--- src/rtl/perf_counter_sequencer.sv ---
// Sequences start/stop/snapshot/clear requests from four requesters onto a
// shared performance-counter slave and returns per-section snapshots.
module perf_counter_sequencer (
  input  logic        clk,
  input  logic        reset_n,
  input  logic [3:0]  req_go,
  input  logic [3:0]  req_stop,
  input  logic [3:0]  req_snap,
  input  logic        clr_all,
  output logic [3:0]  avm_address,
  output logic        avm_write,
  output logic        avm_begintransfer,
  output logic [31:0] avm_writedata,
  input  logic [31:0] avm_readdata,
  output logic        res_valid,
  input  logic        res_ready,
  output logic [1:0]  res_id,
  output logic [63:0] res_time,
  output logic [31:0] res_events,
  output logic        busy
);

  typedef enum logic [2:0] {
    S_IDLE  = 3'd0,
    S_WR    = 3'd1,
    S_RD_LO = 3'd2,
    S_RD_HI = 3'd3,
    S_RD_EV = 3'd4,
    S_CAP   = 3'd5,
    S_RESP  = 3'd6
  } state_t;

  state_t      state_r, state_s;
  logic [3:0]  go_p_r, stop_p_r, snap_p_r;
  logic        clr_p_r;
  logic [3:0]  go_p_s, stop_p_s, snap_p_s;
  logic        clr_p_s;
  logic [3:0]  go_clr_s, stop_clr_s, snap_clr_s;
  logic        clr_clr_s;
  logic [1:0]  last_grant_r, last_grant_s;
  logic [1:0]  sel_s, idx_s;
  logic        sel_valid_s;
  logic [3:0]  any_p_s;
  logic [3:0]  addr_s;
  logic        write_s;
  logic [31:0] wdata_s;
  logic        res_valid_s;
  logic [1:0]  res_id_s;
  logic [63:0] res_time_s;
  logic [31:0] res_events_s;
  logic        busy_s;

  // Round-robin pick: the requester closest after last_grant wins.
  always_comb begin
    any_p_s     = go_p_r | stop_p_r | snap_p_r;
    sel_s       = 2'd0;
    sel_valid_s = 1'b0;
    idx_s       = 2'd0;
    for (int k = 3; k >= 0; k--) begin
      idx_s = last_grant_r + 2'(k) + 2'd1;
      if (any_p_s[idx_s]) begin
        sel_s       = idx_s;
        sel_valid_s = 1'b1;
      end else begin
        sel_valid_s = sel_valid_s;
      end
    end
  end

  // Next-state, next-output and pending-bit bookkeeping.
  always_comb begin
    state_s      = state_r;
    addr_s       = avm_address;
    write_s      = 1'b0;
    wdata_s      = 32'd0;
    res_valid_s  = res_valid;
    res_id_s     = res_id;
    res_time_s   = res_time;
    res_events_s = res_events;
    last_grant_s = last_grant_r;
    go_clr_s     = 4'd0;
    stop_clr_s   = 4'd0;
    snap_clr_s   = 4'd0;
    clr_clr_s    = 1'b0;

    case (state_r)
      S_IDLE: begin
        if (clr_p_r) begin
          state_s    = S_WR;
          addr_s     = 4'd0;
          write_s    = 1'b1;
          wdata_s    = 32'd1;
          clr_clr_s  = 1'b1;
          go_clr_s   = 4'hF;
          stop_clr_s = 4'hF;
        end else if (sel_valid_s) begin
          last_grant_s = sel_s;
          if (stop_p_r[sel_s]) begin
            state_s           = S_WR;
            addr_s            = {sel_s, 2'b00};
            write_s           = 1'b1;
            stop_clr_s[sel_s] = 1'b1;
          end else if (go_p_r[sel_s]) begin
            state_s         = S_WR;
            addr_s          = {sel_s, 2'b01};
            write_s         = 1'b1;
            go_clr_s[sel_s] = 1'b1;
          end else begin
            state_s           = S_RD_LO;
            addr_s            = {sel_s, 2'b00};
            res_id_s          = sel_s;
            snap_clr_s[sel_s] = 1'b1;
          end
        end else begin
          state_s = S_IDLE;
        end
      end
      S_WR:    state_s = S_IDLE;
      S_RD_LO: begin
        state_s = S_RD_HI;
        addr_s  = {res_id, 2'b01};
      end
      // Slave read data lags the address by one cycle.
      S_RD_HI: begin
        state_s          = S_RD_EV;
        addr_s           = {res_id, 2'b10};
        res_time_s[31:0] = avm_readdata;
      end
      S_RD_EV: begin
        state_s           = S_CAP;
        res_time_s[63:32] = avm_readdata;
      end
      S_CAP: begin
        state_s      = S_RESP;
        res_events_s = avm_readdata;
        res_valid_s  = 1'b1;
      end
      S_RESP: begin
        if (res_ready) begin
          state_s     = S_IDLE;
          res_valid_s = 1'b0;
        end else begin
          state_s = S_RESP;
        end
      end
      default: begin
        state_s     = S_IDLE;
        res_valid_s = 1'b0;
      end
    endcase

    // A pulse coinciding with its own clear stays pending.
    go_p_s   = (go_p_r & ~go_clr_s) | req_go;
    stop_p_s = (stop_p_r & ~stop_clr_s) | req_stop;
    snap_p_s = (snap_p_r & ~snap_clr_s) | req_snap;
    clr_p_s  = (clr_p_r & ~clr_clr_s) | clr_all;
    busy_s   = (state_s != S_IDLE) || (|go_p_s) || (|stop_p_s) || (|snap_p_s) || clr_p_s;
  end

  // State, pending bits and all registered outputs.
  always_ff @(posedge clk or negedge reset_n) begin
    if (!reset_n) begin
      state_r           <= S_IDLE;
      go_p_r            <= 4'd0;
      stop_p_r          <= 4'd0;
      snap_p_r          <= 4'd0;
      clr_p_r           <= 1'b0;
      last_grant_r      <= 2'd3;
      avm_address       <= 4'd0;
      avm_write         <= 1'b0;
      avm_begintransfer <= 1'b0;
      avm_writedata     <= 32'd0;
      res_valid         <= 1'b0;
      res_id            <= 2'd0;
      res_time          <= 64'd0;
      res_events        <= 32'd0;
      busy              <= 1'b0;
    end else begin
      state_r           <= state_s;
      go_p_r            <= go_p_s;
      stop_p_r          <= stop_p_s;
      snap_p_r          <= snap_p_s;
      clr_p_r           <= clr_p_s;
      last_grant_r      <= last_grant_s;
      avm_address       <= addr_s;
      avm_write         <= write_s;
      avm_begintransfer <= write_s;
      avm_writedata     <= wdata_s;
      res_valid         <= res_valid_s;
      res_id            <= res_id_s;
      res_time          <= res_time_s;
      res_events        <= res_events_s;
      busy              <= busy_s;
    end
  end

endmodule

--- config.mk ---
export PLATFORM = sky130hd
export DESIGN_NAME = perf_counter_sequencer
export DESIGN_NICKNAME = d
export VERILOG_FILES = /design/src/rtl/perf_counter_sequencer.sv
export SDC_FILE = /design/constraint.sdc
export NUM_CORES = 1
export LEC_CHECK = 0
export CORE_ASPECT_RATIO = 1.25
export CORE_MARGIN = 5
export CORE_UTILIZATION = 35
export DETAILED_ROUTE_END_ITERATION = 8
export GPL_TIMING_DRIVEN = 0
export PLACE_DENSITY_LB_ADDON = 0.12
export SLEW_MARGIN = 40
export SYNTH_ARGS = -nofsm -noshare
export SYNTH_HDL_FRONTEND = slang
export SYNTH_SLANG_ARGS = --single-unit
--- constraint.sdc ---
create_clock -name clk -period 4.7 [get_ports clk]
set_input_delay 0.705 -clock clk [delete_from_list [all_inputs] [get_ports clk]]
set_output_delay 0.705 -clock clk [all_outputs]
set_load 0.01 [all_outputs]
==> results.md <==
* Gpl congestion at 0.881
* Area contributors post-synth: dfrtp_1 58%, mux2_2 21%, buf_4 4.7%
* Final hold vios at 0
* Static Leak at 3.28 nW
* Share of the synthesized area in the top cell type at 58.0%
* Utilization after layout at 52.1%
* CTS Hold Bufs at 0
* #FFs+latches synth at 124
* Num rows at 50
* Syn-to-layout area delta at 47.4%
* Worst Path Required at 4.97 ns
* CTS sink cnt at 124
* Top post-synthesis cells by count: 122 x dfrtp_1, 97 x mux2_2, 33 x buf_4
* CP startpoint kind: flop
* Number of flops mapped to enable cells by yosys at 0
* Max clock buf depth at 2
* Synth Area in Adders at 0%
* DRC violations left at 0
* Die H at 147 um
* Tot GR Track Use at 16.4%
* Wirelength, routed at 13900 um
* DRT Pass-1 Iters at 4
* HPWL after DPL at 10100 um
* Core area at 14900 um2
* Synth cell types at 45
* Setup-failing EPs final at 0
* Worst skew pair latency at 0.41 ns
* Post-synth top area cell: dfrtp_1
* Final setup TNS at 0 ns
* Total Nets Final at 643
* Count leader, synth: dfrtp_1
* Antenna Nets Post-Route at 0
* CTS tree: yes
* Max-slew violations at 0
* Chip width at 120 um
* Max_cap viols at 0
* Sequential share of the synthesized area at 59.0%
* Iter 0 DRT Violations at 167
* Min cycle time layout at 3.11 ns
* Largest net degree at the start of global routing at 66
* Post-synth top flop: dfrtp_1
* Critical path type: reg -> reg
* Total CTS buffers at 17
* Worst-Margin Slew at 0.690 ns
* Simple-Gate Fraction of Synth Area at 7.82%
* Fmax at 0.322 GHz
* Clk root buf: clkbuf_16
* Initial Utilization at 35.3%
* H-tree levels at 4
* Worst hold path type: in -> async
* PD cells at 733 nW/um2
* Xor/xnor share of the synthesized area at 0.166%
* N_diodes at 0
* # port buffers at 154
* Status: complete, no violations
* Post-route clock period utilization at 66.1%
* Synth Area in Compound Gates at 6.02%
* Die area at 17600 um2
* Crit-path max FO at 9
* Initial antenna violation count at 0
* Post-synthesis mux area share at 20.8%
* CTS clk-pin slew, worst paths at 0.05 ns
* Via/cell ratio at 4.78
* Number of global-route vias before repair at 4108
* Cell count after synthesis at 391
* Unrepaired setup endpoints after global routing: false
* Main combinational cell family by area after synthesis: multiplexers
* Layout cell share with drive strength beyond 1 at 28.9%
* Wire length per cell at 17.6 um
* Post-CTS Setup Inserts at 0
* Post-synth ARST share at 100%
* Fin Clk Skew at 0.00645 ns
* Grt ovf at 0
* First-pass GRT wire length at 22400 um
* Mapped cell area at 5260 um2
* Vias at 3770
* CTS resizes at 0
* I/O pin count at 186
* Critical Path End Type: flop
* Syn. warnings at 0
* Peak VDD IR at 0.357 mV
* Fill cells at 1333
* Syn avg cell area at 13.5 um2
* Worst Path Arrival at 3.38 ns
* Slew HR at 54.0%
kinds of logic (layout without fill, tap and decap cells):
kind of cell / after synthesis / count (layout)
muxes: 97 / 97
and+or+nand+nor: 71 / 71
xor gates and xnor gates: 1 / 1
buffers and inverters: 53 / 238
DFF: 124 / 124
AOI/OAI and AO/OA: 44 / 44
other: 1 / 31
state kept, by name, indices dropped and copies added, names as in the netlist:
register	count
state_r	3
res_valid	1
clr_p_r	1
res_id	2
avm_writedata	1
go_p_r	4
snap_p_r	4
busy	1
res_events	32
avm_address	4
last_grant_r	2
res_time	64
stop_p_r	4
avm_begintransfer	1
worst paths after layout:
kind                                         to  slack, ns           start  cells past startpoint
worst max-delay path                       busy       1.59       go_p_r[1]                      7
worst min-delay path               res_time[47]       0.21         reset_n                      1
worst max register to register             busy       1.59       go_p_r[1]                      7
worst min register to register   res_events[23]       0.50  res_events[23]                      1
max in group asynchronous       last_grant_r[0]       3.77         reset_n                      2
min in group clk                 res_events[23]       0.50  res_events[23]                      1
power by group:
group          internal [mW]  total (mW)  switching, mW  leakage, nW
sequential              1.59        1.90          0.309         1.43
clock                  0.851        1.29          0.442        0.286
combinational           1.42        2.50           1.07         1.56
critical path, cell delays in order, from the launching register on:
cell and delay [ns]:
dfrtp_1 0.48, or3_4 0.45, a32oi_1 0.32, nand3_1 0.40, nor4_1 0.39, o21bai_1 0.13, or3_1 0.37, or4_1 0.43
stage by stage:
stage / instance area (um2) / total power [mW] / setup slack, ns / std cells / hold WS [ns]
global route: 7760 / 6.05 / 1.40 / 788 / 0.243
floorplan: 5380 / 3.09 / 2.14 / 421 / 0.409
global placement: 7140 / 4.39 / -1.94 / 757 / 0.488
finish: 7760 / 5.69 / 1.59 / 788 / 0.212
CTS: 7760 / 5.76 / 1.59 / 788 / 0.226
detailed placement: 7180 / 4.43 / 1.62 / 758 / 0.492
routing by layer:
layer,global-route usage [%],share of wire [%]
met1,18.5,38
met2,27.7,51
met3,6.70,9.2
met4,6.19,1.7
met5,0,0
area by class of cell:
| type | count | area [um2] | area share [%] |
|---|---|---|---|
| Buffer | 47 | 302 | 3.89 |
| Clock buffer | 22 | 464 | 5.98 |
| Clock inverter | 8 | 118 | 1.52 |
| Inverter | 6 | 22.5 | 0.290 |
| Multi-Input combinational cell | 244 | 1950 | 25.1 |
| Sequential cell | 124 | 3110 | 40.0 |
| Tap cell | 182 | 228 | 2.94 |
| Timing Repair Buffer | 155 | 1570 | 20.3 |
cell usage in the layout, fill, tap and decap left out, types with 3 or more instances in the layout:
cell type,instances
a21o_1,3
a41oi_1,3
nand3_1,6
a21oi_1,6
dfrtp_1,122
nand3b_1,4
inv_1,6
clkinv_2,4
nor3_1,6
nand4_1,4
bufinv_16,3
o21ai_0,7
clkbuf_1,16
mux2_2,97
nand2_1,18
o211ai_1,4
o21bai_1,3
buf_4,33
clkdlybuf4s50_1,153
nor2_1,11
a31oi_1,7
conb_1,31
or3_1,3
clkbuf_16,17
or2_2,5
Note: power is estimated with default switching activity, not from simulation.
